$ cat src/rtl/mult_pkg.sv
// mult_pkg: widths, iteration count and FSM states shared by the sequential multiplier
package mult_pkg;
  localparam int A_W = 8;
  localparam int P_W = 2 * A_W;
  localparam int ITER = A_W;
  localparam int C_W = $clog2(ITER);
  typedef enum logic [1:0] {IDLE, CALC, DONE} state_t;
endpackage

$ cat src/rtl/adder.sv
// adder: combinational P_W-bit adder; carry-out is dropped since the product never overflows
module adder #(
  parameter int W = mult_pkg::P_W
) (
  input  logic [W-1:0] dataa,
  input  logic [W-1:0] datab,
  output logic [W-1:0] sum
);
  assign sum = dataa + datab;
endmodule

$ cat src/rtl/mult8x8_seq.sv
// mult8x8_seq: 8x8 unsigned shift-and-add multiplier, one partial product per cycle via a shared adder
module mult8x8_seq #(
  parameter int A_W = mult_pkg::A_W,
  parameter int P_W = mult_pkg::P_W
) (
  input  logic           clk,
  input  logic           reset,
  input  logic           start,
  input  logic [A_W-1:0] dataa,
  input  logic [A_W-1:0] datab,
  output logic [P_W-1:0] product,
  output logic           done,
  output logic           busy
);
  import mult_pkg::*;
  state_t         state_q;
  logic [A_W-1:0] a_q, b_q;
  logic [P_W-1:0] acc_q, product_q, pp, sum;
  logic [C_W-1:0] cnt_q;
  logic           done_q;
  always_comb pp = b_q[cnt_q] ? (P_W'(a_q) << cnt_q) : '0;
  adder #(.W(P_W)) u_add (.dataa(acc_q), .datab(pp), .sum(sum));
  always_ff @(posedge clk) begin
    if (reset) begin
      state_q   <= IDLE;
      a_q       <= '0;
      b_q       <= '0;
      acc_q     <= '0;
      cnt_q     <= '0;
      product_q <= '0;
      done_q    <= 1'b0;
    end else begin
      done_q <= 1'b0;
      if (state_q == IDLE && start) begin
        a_q     <= dataa;
        b_q     <= datab;
        acc_q   <= '0;
        cnt_q   <= '0;
        state_q <= CALC;
      end else if (state_q == CALC) begin
        acc_q <= sum;
        cnt_q <= cnt_q + 1'b1;
        // last iteration: the final sum is the product, latched as we enter DONE
        if (cnt_q == C_W'(ITER - 1)) begin
          state_q   <= DONE;
          product_q <= sum;
          done_q    <= 1'b1;
        end
      end else if (state_q == DONE) begin
        state_q <= IDLE;
      end
    end
  end
  assign product = product_q;
  assign done    = done_q;
  assign busy    = state_q != IDLE;
endmodule
$ cat config.mk
export PLATFORM = sky130hd
export DESIGN_NAME = mult8x8_seq
export DESIGN_NICKNAME = d
export VERILOG_FILES = /design/src/rtl/mult_pkg.sv /design/src/rtl/adder.sv /design/src/rtl/mult8x8_seq.sv
export SDC_FILE = /design/constraint.sdc
export NUM_CORES = 1
export LEC_CHECK = 0
export ABC_CLOCK_PERIOD_IN_PS = 5500
export CORE_UTILIZATION = 47
export CTS_CLUSTER_SIZE = 28
export DETAILED_ROUTE_END_ITERATION = 10
export HOLD_SLACK_MARGIN = 0.08
export PLACE_DENSITY = 0.67
export SLEW_MARGIN = 5
export SYNTH_ARGS = -nofsm -noshare
export SYNTH_HDL_FRONTEND = slang
export SYNTH_HIERARCHICAL = 1
export SYNTH_SLANG_ARGS = --single-unit
$ cat constraint.sdc
create_clock -name clk -period 5.5 [get_ports clk]
set_input_delay 1.1 -clock clk [delete_from_list [all_inputs] [get_ports clk]]
set_output_delay 1.1 -clock clk [all_outputs]
set_load 0.01 [all_outputs]
==> metrics.cfg, run 1 <==
[run_status]
outcome = finished, final reports clean

[hold_path]
hold_path_class = reg2reg
holdPathStages = 2
holdPathEnd = acc_q[5]
worstHoldStart = acc_q[5]

[sta]
max_slew_margin_pct = 34.7
final_max_slew_viol_count = 0
skew_ps = 12.2
rsz0062_at_grt = false
fmax_ghz = 0.260
hold_viol_final = 0
final.setup.tns_ps = 0
worst_pin_slew_ps = 975
period_needed_ps = 3840
fin_crit_sh_pct = 69.8
finalSetupViolCount = 0

[critical_path]
crit_chain = mux4_2 > nand2_1 > nor2_1 > ha_1 > fa_1 > a21o_2 > a311oi_2 > o21ai_0 > a311oi_1 > nor3_1 > a22o_1
path_class = reg2reg
cpPeakStageDelay_ps = 850
cp_slowest_cell = dfxtp_1
r2r_end = product[10]
cp.arrival_ps = 4060
path_buf_inv = 0
r2r_start = cnt_q[0]
cp_num_cells = 11
worst-r2r-cell-count = 11
crit_fanout = 19
cp-start-kind = register
end_kind = register
crit_family = compound AO/OA/AOI/OAI gates
rrSetupSlack_ps = 1660
worstPathRequired_ps = 5720

[layout]
fill_cells = 578
syn_to_final_growth_pct = 14.9
num-nets-final = 400
final_common_cell = dfxtp_1
drive_gt1_share_pct = 9.62
insertedDiodeCount = 0
final_cell_mix = dfxtp_1 (54), nand2_1 (51), clkdlybuf4s50_1 (36), a21oi_1 (27), nor2_1 (26)

[clock_network]
insertion_delay_ps = 310
post_cts_resized = 0
cts_made_buffers = 5
clk_pin_slew_ps = 100
cts_setup_buffers = 0
clock_path_buffers = 2
hold_buffers = 0
root_buffer = clkbuf_8
h-tree-depth = 2
tritoncts = yes
cts.sinks = 54

[yosys]
synth-edff-count = 0
synth_area_per_cell_um2 = 9.04
syn_area_um2 = 3050
syn_inst = 337
synthDistinctLibCells = 47
yosys_most_used_dff = dfxtp_1
ys_seq_area_share_pct = 35.5
async_flop_share_pct = 0
syn-num-nets = 374
ys_ff_latch = 54
yosysWarnings = 6

[power_and_ir_drop]
share_comb_of_total_power_pct = 12.3
power_frac_clock_pct = 31.8
power_switching_uw = 197
swShare_pct = 26.4
seq_power_share_pct = 55.9
powerDensity_nw_per_um2 = 213
power_leakage_uw = 0.00134
internal-power_uw = 549
peakVddDrop_uv = 135
finalPower_uw = 746

[grt]
grt_pass1_wl_mm = 10.8
grt_pass1_vias = 2300
grt_max_degree = 22
antenna_found_initial = 0
grt_use_total_pct = 20.7
grt-ovfl-total = 0

[floorplan]
core_um2 = 6100
dieArea_um2 = 6810
start_util_pct = 50.0
die_y_um = 82.5
io-pin-count = 37
rows = 28
fp.dieW_um = 82.5

[job]
drv_cap = 0

[drt]
remaining_drc_errors = 0
drt_first_pass_iters = 4
drt-total-wl_mm = 6.32
via_per_inst = 5.58
route.met2.wl_mm = 2.75
route.met3.wl_um = 229
drt-met1-wl_mm = 3.24
vias = 2448
ant_nets = 0
topRoutingLayerUsed = met4
drt_iter0_drc = 171
routedWlPerCell_um = 14.4

[placement]
port_buffers = 36
hpwl_mm = 4.71
gp_routability_congestion = 0.862

==> synthesized netlist by cell type, types with 2 or more instances <==
master,count,area (um2)
dfxtp_1,54,1080
nand2_1,51,191
a21oi_1,27,135
nor2_1,26,97.6
mux2i_1,20,200
a22o_1,17,149
ha_1,17,213
nand3_1,12,60.1
xnor2_1,11,96.3
a21oi_2,10,87.6
o21ai_0,10,50.1
buf_2,9,45.0
inv_1,7,26.3
mux4_2,6,135
nor3_1,5,25.0
xor2_1,5,43.8
and3_1,3,18.8
buf_4,3,22.5
buf_6,3,33.8
clkbuf_1,3,11.3
o211ai_1,3,22.5
o31ai_1,3,22.5
a21o_1,2,15.0
mux2_2,2,22.5
nor2b_1,2,12.5
nor3b_1,2,15.0
o21bai_1,2,15.0
o41ai_2,2,32.5
or2_2,2,12.5
==> area by class of cell <==
cell class / instances / area (um2) / area share [%]
flip-flops and latches: 54 / 1080 / 30.9
inverters: 7 / 26.3 / 0.751
clock inverters: 2 / 16.3 / 0.465
clock buffers: 6 / 82.6 / 2.36
repair buffers: 37 / 368 / 10.5
well taps: 75 / 93.8 / 2.68
multi-input cells: 258 / 1830 / 52.4
==> per-stage QoR <==
step / hold slack [ps] / setup slack [ps] / instance area, um2 / std cells / util [%]
2_1_floorplan: 438 / 2350 / 3050 / 337 / -
3_3_place_gp: 453 / 1780 / 3400 / 431 / 55.8
3_5_place_dp: 456 / 1670 / 3400 / 431 / 55.8
4_1_cts: 477 / 1670 / 3500 / 439 / 57.4
5_1_grt: 497 / 1350 / 3500 / 439 / 57.4
6_report: 476 / 1660 / 3500 / 439 / 57.4
==> metal layers <==
layer / GRT usage [%] / vias up
met1: 29.2 / 1117
met5: 0 / -
li1: - / 1260
met3: 3.41 / 9
met2: 32.1 / 62
met4: 6.55 / 0
==> how the worst max path moves through the flow <==
| stage | end | slack [ps] | startpoint |
|---|---|---|---|
| after floorplan | product[10] | 2350 | cnt_q[0] |
| after global placement | product[10] | 1780 | cnt_q[0] |
| after detailed placement | product[10] | 1670 | cnt_q[0] |
| after CTS | product[10] | 1670 | cnt_q[0] |
| after global routing | acc_q[14] | 1350 | cnt_q[0] |
| final | product[10] | 1660 | cnt_q[0] |
==> flip-flops by register name, summed over array words and instances, names as in the netlist <==
| name | count |
|---|---|
| done | 1 |
| b_q | 8 |
| cnt_q | 3 |
| acc_q | 16 |
| state_q | 2 |
| a_q | 8 |
| product | 16 |
==> cells by family (layout without fill, tap and decap cells) <==
logic type,after synthesis,in the layout,synth area share (%)
other cells,1,1,0.123
xor+xnor,16,16,4.60
buf+inv,25,52,4.56
flops,54,54,35.5
compound gates,86,86,20.3
fa+ha+maj,18,18,7.64
simple gates,109,109,15.6
mux,28,28,11.7
==> worst min-delay path, stage by stage (launching register included) <==
cell,delay [ps]
dfxtp_1,330
nand2_1,50
a21oi_1,60
==> power groups by stage <==
| stage | combinational, uW | sequential, uW | clock (uW) |
|---|---|---|---|
| after floorplan | 76.8 | 417 | 0 |
| after global placement | 91.7 | 425 | 0 |
| after detailed placement | 92.6 | 426 | 0 |
| after CTS | 92.8 | 417 | 244 |
| after global routing | 102 | 419 | 259 |
| final | 91.9 | 417 | 237 |
No activity file was read; power rests on OpenSTA's default activity.
==> run 2, diff against run 1 <==
--- a/config.mk
+++ b/config.mk
@@ -5,7 +5,7 @@
 export SDC_FILE = /design/constraint.sdc
 export NUM_CORES = 1
 export LEC_CHECK = 0
-export ABC_CLOCK_PERIOD_IN_PS = 5500
+export ABC_CLOCK_PERIOD_IN_PS = 3700
 export CORE_UTILIZATION = 47
 export CTS_CLUSTER_SIZE = 28
 export DETAILED_ROUTE_END_ITERATION = 10
==> constraint.sdc (replaced) <==
create_clock -name clk -period 3.7 [get_ports clk]
set_input_delay 0.74 -clock clk [delete_from_list [all_inputs] [get_ports clk]]
set_output_delay 0.74 -clock clk [all_outputs]
set_load 0.01 [all_outputs]
==> run 2 against run 1 <==
Against the previous run: critical path depth unchanged; combinational power increased by 65%; final cell count increased by 0.68%; power increased by 46%; via count increased by 3.4%; die area unchanged; wire length increased by 5.4%.
==> metrics.cfg, run 2 (synthesis results as in run 1) <==
[power_and_ir_drop]
seq_power_share_pct = 56.2
power_switching_uw = 291
power_leakage_uw = 0.00135
internal-power_uw = 796
peakVddDrop_uv = 179
share_comb_of_total_power_pct = 14.0
power_frac_clock_pct = 29.8
powerDensity_nw_per_um2 = 310
swShare_pct = 26.8

[clock_network]
post_cts_resized = 0
clk_pin_slew_ps = 100
root_buffer = clkbuf_8
clock_path_buffers = 2
cts_made_buffers = 5
hold_buffers = 0
h-tree-depth = 2
cts.sinks = 54
cts_setup_buffers = 0
insertion_delay_ps = 310
tritoncts = yes

[sta]
skew_ps = 6.53
final_max_slew_viol_count = 0
rsz0062_at_grt = false
final.setup.tns_ps = 0
hold_viol_final = 0
worst_pin_slew_ps = 841
finalSetupViolCount = 0
max_slew_margin_pct = 43.9
fin_crit_sh_pct = 88.5
fmax_ghz = 0.305
period_needed_ps = 3280

[floorplan]
rows = 28
die_y_um = 82.5
core_um2 = 6100
start_util_pct = 50.0
fp.dieW_um = 82.5
io-pin-count = 37
dieArea_um2 = 6810

[drt]
remaining_drc_errors = 0
drt_first_pass_iters = 5
drt_iter0_drc = 124
routedWlPerCell_um = 15.1
drt-total-wl_mm = 6.66
vias = 2532
via_per_inst = 5.73
ant_nets = 0

[layout]
fin_cells = 442
syn_to_final_growth_pct = 15.2
fill_cells = 584
num-nets-final = 404
final_common_cell = dfxtp_1
final_area_um2 = 3510
insertedDiodeCount = 0
final_cell_mix = dfxtp_1 (54), nand2_1 (51), clkdlybuf4s50_1 (36), a21oi_1 (27), nor2_1 (26)
drive_gt1_share_pct = 10.1
final_util_pct = 57.6

[hold_path]
hold_path_class = reg2reg

[placement]
dpl.cell_count = 435
port_buffers = 36
hpwl_mm = 4.90
place_area_um2 = 3430
gp_routability_congestion = 0.875

[grt]
grt_pass1_vias = 2249
antenna_found_initial = 0
grt_pass1_wl_mm = 10.9
grt_max_degree = 22
grt_use_total_pct = 21.0
grt-ovfl-total = 0

[critical_path]
cp.arrival_ps = 3480
path_class = reg2reg
end_kind = register
worstPathRequired_ps = 3910
crit_fanout = 6
cp-start-kind = register

[job]
drv_cap = 0

[run_status]
outcome = finished, final reports clean

run 2: cell count changes in the layout (fill, tap and decap cells not counted):
cell and change:
clkbuf_1 +1, inv_6 -1, clkbuf_8 -1, buf_4 +4
run 2: power groups by stage:
| stage | clock [uW] | sequential [uW] | combinational, uW |
|---|---|---|---|
| after floorplan | 0 | 620 | 114 |
| after global placement | 0 | 625 | 149 |
| after detailed placement | 0 | 625 | 152 |
| after CTS | 330 | 611 | 153 |
| after global routing | 353 | 614 | 166 |
| final | 324 | 611 | 152 |
run 2: final timing paths:
| check | start | endpoint | slack [ps] | cells past startpoint |
|---|---|---|---|---|
| setup / recovery | cnt_q[0] | product[10] | 420 | 11 |
| hold / removal | acc_q[7] | acc_q[7] | 470 | 2 |
| setup reg to reg | cnt_q[0] | product[10] | 420 | 11 |
| hold reg to reg | acc_q[7] | acc_q[7] | 470 | 2 |
run 2: area by class of cell:
class	count	area (um2)	area share [%]
repair buffers	41	398	11.3
multi-input cells	258	1830	52.2
inverters	7	26.3	0.748
flip-flops and latches	54	1080	30.8
well taps	75	93.8	2.67
clock buffers	6	72.6	2.07
clock inverters	1	7.51	0.214
run 2: metal layers:
layer	global-route usage [%]	routed length [um]	vias to the layer above	share of wire, %
met5	0	0	-	0
met4	5.34	61	0	0.92
met3	3.30	364	6	5.5
met2	33.8	2980	79	45
met1	29.3	3250	1185	49
li1	-	-	1262	-
run 2: worst max-delay path, stage by stage, from the launching register on:
cell      delay, ps
dfxtp_1         370
mux4_2          570
nand2_1         130
nor2_1           60
ha_1            210
fa_1            400
a21o_2          260
a311oi_2        360
o21ai_0         200
a311oi_1        300
nor3_1           90
a22o_1          210
run 2: through the flow:
step | total power, uW | hold slack (ps) | setup slack (ps)
global placement | 773 | 449 | 575
global route | 1130 | 498 | 268
detailed placement | 777 | 461 | 493
finish | 1090 | 470 | 424
floorplan | 734 | 438 | 555
CTS | 1090 | 475 | 467
